File: src/rtl/psum_collector.sv
// Partial-sum collector: gathers skewed per-column PE streams into a DEPTH x COLS buffer,
// accumulating across K-tile passes with Q2.13 saturation, then drains it row by row.
module psum_collector #(
  parameter int unsigned COLS  = 4,
  parameter int unsigned DEPTH = 8
) (
  input  logic                       I_CLK,
  input  logic                       I_RST,
  input  logic                       I_START,
  input  logic                       I_FIRST,
  input  logic                       I_LAST,
  input  logic [COLS-1:0]            I_D_VLD,
  input  logic [16*COLS-1:0]         I_D,
  output logic                       O_BUSY,
  output logic                       O_DONE,
  output logic                       O_VLD,
  input  logic                       I_RDY,
  output logic [16*COLS-1:0]         O_DATA,
  output logic [$clog2(DEPTH)-1:0]   O_ROW,
  output logic                       O_ERR
);

  localparam int unsigned CntW = $clog2(DEPTH + 1);
  localparam int unsigned RowW = $clog2(DEPTH);

  typedef enum logic [1:0] {StIdle, StCollect, StDrain} state_e;

  state_e          state_q;
  logic            first_q, last_q, done_q, err_q;
  logic [RowW-1:0] rd_ptr_q;
  logic [CntW-1:0] wr_cnt_q [COLS];
  logic [15:0]     buf_q    [DEPTH][COLS];

  logic [CntW-1:0] wr_cnt_d [COLS];
  logic [15:0]     wr_val   [COLS];
  logic [COLS-1:0] wr_en;
  logic            all_full;
  logic            drop_err;
  logic            err_set;

  // Signed 17-bit sum clamped to the Q2.13 range.
  function automatic logic [15:0] sat_add(input logic [15:0] a, input logic [15:0] b);
    logic [16:0] s;
    s = {a[15], a} + {b[15], b};
    if (s[16] != s[15]) return s[16] ? 16'h8000 : 16'h7FFF;
    return s[15:0];
  endfunction

  always_comb begin
    all_full = 1'b1;
    drop_err = 1'b0;
    for (int unsigned c = 0; c < COLS; c++) begin
      wr_en[c]    = 1'b0;
      wr_val[c]   = '0;
      wr_cnt_d[c] = wr_cnt_q[c];
      if (state_q == StCollect && I_D_VLD[c]) begin
        if (wr_cnt_q[c] < CntW'(DEPTH)) begin
          wr_en[c]    = 1'b1;
          wr_cnt_d[c] = wr_cnt_q[c] + CntW'(1);
          wr_val[c]   = first_q ? I_D[16*c +: 16]
                                : sat_add(buf_q[wr_cnt_q[c][RowW-1:0]][c], I_D[16*c +: 16]);
        end else begin
          drop_err = 1'b1;
        end
      end
      if (wr_cnt_d[c] != CntW'(DEPTH)) all_full = 1'b0;
    end
  end

  always_comb begin
    err_set = 1'b0;
    unique case (state_q)
      StIdle:    err_set = |I_D_VLD;
      StCollect: err_set = I_START | drop_err;
      StDrain:   err_set = I_START | (|I_D_VLD);
      default:   err_set = 1'b0;
    endcase
  end

  always_ff @(posedge I_CLK) begin
    if (I_RST) begin
      state_q  <= StIdle;
      first_q  <= 1'b0;
      last_q   <= 1'b0;
      done_q   <= 1'b0;
      err_q    <= 1'b0;
      rd_ptr_q <= '0;
      for (int unsigned c = 0; c < COLS; c++) wr_cnt_q[c] <= '0;
      for (int unsigned r = 0; r < DEPTH; r++) begin
        for (int unsigned c = 0; c < COLS; c++) buf_q[r][c] <= '0;
      end
    end else begin
      done_q <= 1'b0;
      err_q  <= err_q | err_set;
      unique case (state_q)
        StIdle: begin
          if (I_START) begin
            first_q <= I_FIRST;
            last_q  <= I_LAST;
            for (int unsigned c = 0; c < COLS; c++) wr_cnt_q[c] <= '0;
            state_q <= StCollect;
          end
        end
        StCollect: begin
          for (int unsigned c = 0; c < COLS; c++) begin
            wr_cnt_q[c] <= wr_cnt_d[c];
            if (wr_en[c]) buf_q[wr_cnt_q[c][RowW-1:0]][c] <= wr_val[c];
          end
          if (all_full) begin
            done_q   <= 1'b1;
            rd_ptr_q <= '0;
            state_q  <= last_q ? StDrain : StIdle;
          end
        end
        StDrain: begin
          if (I_RDY) begin
            if (rd_ptr_q == RowW'(DEPTH - 1)) begin
              rd_ptr_q <= '0;
              state_q  <= StIdle;
            end else begin
              rd_ptr_q <= rd_ptr_q + RowW'(1);
            end
          end
        end
        default: state_q <= StIdle;
      endcase
    end
  end

  always_comb begin
    O_BUSY = (state_q != StIdle);
    O_VLD  = (state_q == StDrain);
    O_DONE = done_q;
    O_ERR  = err_q;
    O_ROW  = O_VLD ? rd_ptr_q : '0;
    O_DATA = '0;
    for (int unsigned c = 0; c < COLS; c++) begin
      if (O_VLD) O_DATA[16*c +: 16] = buf_q[rd_ptr_q][c];
    end
  end

endmodule

File: config.mk
export PLATFORM = sky130hd
export DESIGN_NAME = psum_collector
export DESIGN_NICKNAME = d
export VERILOG_FILES = /design/src/rtl/psum_collector.sv
export SDC_FILE = /design/constraint.sdc
export NUM_CORES = 1
export LEC_CHECK = 0
export ABC_AREA = 1
export BUFFER_PORTS_ARGS = -buffer_cell sky130_fd_sc_hd__buf_2
export CORE_MARGIN = 2
export CORE_UTILIZATION = 55
export DETAILED_ROUTE_END_ITERATION = 7
export PLACE_DENSITY = 0.78
export SYNTH_ARGS = -nofsm -noshare
export SYNTH_HDL_FRONTEND = slang
export SYNTH_SLANG_ARGS = --single-unit
File: constraint.sdc
create_clock -name I_CLK -period 4.65 [get_ports I_CLK]
set_clock_uncertainty 0.2 [all_clocks]
set_input_delay 0.2325 -clock I_CLK [delete_from_list [all_inputs] [get_ports I_CLK]]
set_output_delay 0.2325 -clock I_CLK [all_outputs]
set_load 0.01 [all_outputs]
# After elaboration in Yosys (flattened, before gate mapping)

Memories as Yosys holds them, arrays and structs flattened. A register that Yosys moved wholly into a read port is not among the register bits.
Index checks and enable logic that the tools add are counted.

Bits in registers: 9
RAM bits: 528
Output and inout bits: 71
Bits of input ports: 74
Word-level logic and storage cells: 192
Memories kept: 2

Reduce and logical (&&, ||, !) cells: 16
Mux-type cells: 128
Magnitude comparators: 4
Bitwise logic cells: 12
$add $sub $neg: 9
Eq/ne operators: 15

Memory list:

| name     | depth | bits a word | rd ports | clocked after Yosys merged registers in | write ports | line | RTL |
|---|---|---|---|---|---|---|---|
| buf_q    | 8     | 64          | 5        | 1                                       | 8           | 32   | `logic [15:0] buf_q [DEPTH][COLS];` |
| wr_cnt_q | 4     | 4           | 4        | 0                                       | 4           | 31   | `logic [CntW-1:0] wr_cnt_q [COLS];` |

Operators by type and width:

| operator                                              | count |
|---|---|
| two-way mux 16 bit                                    | 28 |
| two-way mux 64 bit                                    | 4 |
| OR reduction 64 bit                                   | 4 |
| adder 16 x 16 -> 17 bit                               | 4 |
| two-way mux 4 bit                                     | 16 |
| two-way mux 1 bit                                     | 58 |
| two-way mux 3 bit                                     | 10 |
| two-way mux 2 bit                                     | 9 |
| adder 4 x 1 -> 4 bit, second input constant           | 4 |
| < comparator 4 bit, second input constant             | 4 |
| inequality test 4 bit, second input constant          | 4 |
| OR 1 bit                                              | 11 |
| case mux 2 bit (3 select lines)                       | 1 |
| case mux 3 bit (2 select lines)                       | 1 |
| logical AND 1 bit                                     | 4 |
| inequality test 1 bit                                 | 4 |
| inequality test 2 x 1 -> 1 bit, second input constant | 2 |
| inequality test 2 bit, second input constant          | 2 |
| AND reduction 4 bit                                   | 1 |
| nonzero test 2 bit                                    | 2 |
| OR reduction 4 bit                                    | 1 |
| adder 3 x 1 -> 3 bit, second input constant           | 1 |
| == test 3 bit, second input constant                  | 1 |
| case mux 1 bit (3 select lines)                       | 1 |
| 7 further kinds                                       | 7 |

# Longest topological paths before layout

An unclocked memory read counts as a cell.

Depth after elaboration: 13
Mapped depth: 24
Mapped depth without buffers: 22

# Worst setup path after synthesis

OpenSTA, ideal clock, no wires.

Path type: register to register
Start point: memory wr_cnt_q[1][0] (netlist name)
End point: memory buf_q[0][46] (netlist name), data pin
Path buffers: 2
Data arrival time: 3.120 ns
Path slack: 1.065 ns
Cell stages (with the launch flop): 25
Cell sequence: edfxtp_1 -> buf_2 -> inv_1 -> nor3_2 -> inv_1 -> clkbuf_1 -> o22ai_1 -> a221oi_1 -> nand3_1 -> ha_1 -> fa_1 -> nand2_1 -> nand3_1 -> nand3_1 -> nand2_1 -> nand2_1 -> nand2_1 -> nand2_1 -> nand2_2 -> inv_2 -> nand2_1 -> nand2_1 -> nand2_1 -> nand2_1 -> nor2_1

RTL lines:

| what               | line |
|---|---|
| start: declaration | 31 |
| end: declaration   | 32 |

==> run metrics <==
outcome=completed; WP data required=roughly 4.8 ns; Slew HR=between 10% and 20%; RR Startpoint=wr_cnt_q[2][0]$_SDFFE_PP0P_; maxcap violations=0; via count of the routed design=between 20000 and 30000; Routed Wire Length=105.0 mm; Setup TNS=0 ns; unrepaired setup endpoints after global routing=false; critical path fanouts, max=14; Pins Over Slew Limit=0; clk_lat worst skew=0.62 ns; Setup violations, final=0; FF-to-FF setup slack=0.28 ns; Remaining DRCs=0; Hold Crit Class=primary input to flop; vias in the first global route=around 28000; Worst-Margin Slew=1.280 ns; Largest stage delay, worst path=0.51 ns; YS warnings=0; CORE AREA=just under 60000 um^2; Syn Std Cell Area=approximately 32000 um^2; Vias/cell=~6.3; clock network power share=between 20% and 30%; Async S/R FF share, synth=0%; CP max-delay cell=dfxtp_1; Synth Flop Type=edfxtp_1; CP Launch Point=wr_cnt_q[2][0]$_SDFFE_PP0P_; Post-synth EDFFs=between 500 and 600; Routed wire per std cell=around 22 um; H-tree Lvls=2; post-synth cell types=between 40 and 50; CP Buf/Inv Count=4; power share of the combinational group=just over 30%; Worst Hold Path EP=buf_q[2][63]$_SDFFCE_PN0P_; Worst Hold Path Cells=3; fin area=36100 um^2; critical path's top delay family=simple AND/OR/NAND/NOR gates; clock slew at reported path FFs=0.07 ns; hold path startpoint=I_D[15]; Int Pwr=between 9000 and 10000 uW; CTS-repair resized insts=0; TritonCTS clock tree=done; Synth Register Bits=540; crit path capture type=flop; Flop pwr share=39.6%; # IOs=around 150; first-pass GRT wire length=156.5 mm; Seq/Total Area, Yosys=about 50%; Placer Congestion=roughly 0.96; min Tclk post-route=about 4.4 ns; P_sw=around 5000 uW; antenna violations before repair=3; HPWL Detailed=roughly 67 mm; Post-DP Area=34330 um^2; floorplan row count=88; switching part of the total=a little over a third; Initial Utilization=roughly 56%; CP Class=flop to flop; nets@finish=4053; I/O Buffers=144; TritonCTS Sinks=540; TritonRoute pass-1 iters=7; iteration-0 DRC count of the detailed router=~3900; syn_nets=3915; P_leak=about 0.014 uW; worst r2r path cells=16; antenna-violating nets left=0; FF-to-FF End=buf_q[2][22]$_SDFFCE_PN0P_; largest net degree at the start of global routing=approximately 150; die extent in x=between 200 and 250 um; CTS Buffer Depth=3; Synth Instances=3763; fraction of layout cells with a size suffix above 1=13.05%; gr ovfl total=0; Final period util=94.07%; crit path DAT=4.53 ns; CTS root buf=clkbuf_16; Die Ht=246.8 um; GRT Total Usage=approximately 34%; Power Density=about 400 nW/um^2; die footprint=~61000 um^2; syn avg cell area=about 8.6 um^2; CTS buffer count=54; fmax=approximately 230 MHz; commonest non-fill, non-tap cell in the layout=nor2_1; most frequent cells in the layout=nor2_1, edfxtp_1, nand2_1, o21ai_0, inv_1; Worst setup SP type=flop; worst-path cell chain=inv_1 -> nor3_2 -> clkinv_1 -> buf_4 -> o2111ai_1 -> ha_1 -> inv_1 -> nor3_2 -> a21oi_1 -> nand2_2 -> nand2_1 -> nand2_2 -> nand2_4 -> nand3_1 -> nand3_1 -> nor2_1; Max rail drop VDD=slightly below 300 uV; Fin. Hold Viols=0; synthesis-to-finish area growth=11.34%
## worst min-delay path, stage by stage
cell,delay [ns]
buf_2,0.10
o211ai_1,0.24
nor2_1,0.15
## cell type report
type,count,area (um^2)
Antenna cell,2,5.005
Clock buffer,73,1433
Clock inverter,20,206.4
Fill cell,4843,21930
Inverter,299,1132
Multi-Input combinational cell,2718,14410
Sequential cell,540,16060
Tap cell,765,957.2
Timing Repair Buffer,288,1894
## cell families after synthesis
| kind of cell | share of synthesized area, % |
|---|---|
| AO/OA/AOI/OAI | 16.12 |
| buffers and inverters | 6.171 |
| XOR/XNOR | 1.162 |
| AND/OR/NAND/NOR | 23.92 |
| adder cells (fa/ha/maj) | 3.103 |
| flip-flops | 49.52 |
## through the flow
step	hold WS, ns	cells	total power [uW]	setup WS, ns	util, %
after floorplan	0.1356	3763	8945	1.065	-
after global placement	0.2539	4598	10090	0.5612	59.17
after detailed placement	0.2691	4598	10150	0.4998	59.17
after CTS	0.003948	4703	14310	0.4549	62.20
after global routing	0.04917	4703	15020	0.09978	62.20
final	0.02022	4705	14430	0.2759	62.21
## cell usage after synthesis (26+ instances only)
master	count	area, um^2
a21oi_1	182	910.9
a221oi_1	71	621.9
a22oi_1	63	473.0
a31oi_1	64	400.4
clkbuf_1	160	600.6
edfxtp_1	524	15740
ha_1	74	925.9
inv_1	275	1032
nand2_1	492	1847
nand3_1	113	565.5
nand3_2	48	480.5
nand3_4	33	578.1
nand4_1	27	168.9
nor2_1	905	3397
nor2_2	26	162.7
o2111ai_1	36	315.3
o21ai_0	384	1922
o2bb2ai_1	29	254.0
## power by group through the flow
stage          Combinational [uW]  Clock [uW]  Sequential, uW
6_report                     4490        4230            5710
5_1_grt                      4870        4410            5730
4_1_cts                      4380        4230            5700
3_5_place_dp                 4340           0            5810
3_3_place_gp                 4290           0            5790
2_1_floorplan                3240           0            5710
## how the worst max path moves through the flow
stage	endpoint	slack [ns]	cells after the start
finish	buf_q[2][22]$_SDFFCE_PN0P_	0.28	16
global route	buf_q[5][44]$_SDFFCE_PN0P_	0.1	20
CTS	buf_q[7][51]$_SDFFCE_PN0P_	0.45	19
detailed placement	buf_q[2][44]$_SDFFCE_PN0P_	0.50	20
global placement	buf_q[0][45]$_SDFFCE_PN0P_	0.56	21
floorplan	buf_q[0][46]$_SDFFCE_PN0P_	1.06	24
## routing by layer
layer / routed length, um / vias to the layer above / GRT usage (%)
li1: - / 13360 / -
met1: 38690 / 13630 / 44.59
met2: 47650 / 2072 / 53.42
met3: 13730 / 389 / 7.565
met4: 4928 / 4 / 15.49
met5: 25 / - / 0
## timing repair
action                                 CTS  global route
buffers inserted                         0             0
endpoints found under the hold margin   18             0
hold buffers                            12             0
## flip-flops by register name, summed over array words and instances, names as in the netlist, named ones only
register and flops:
last_q 1, O_DONE 1, wr_cnt_q 16, O_ERR 1, first_q 1, rd_ptr_q 3, state_q 2, buf_q 512
(Power assumes the default switching activity.)
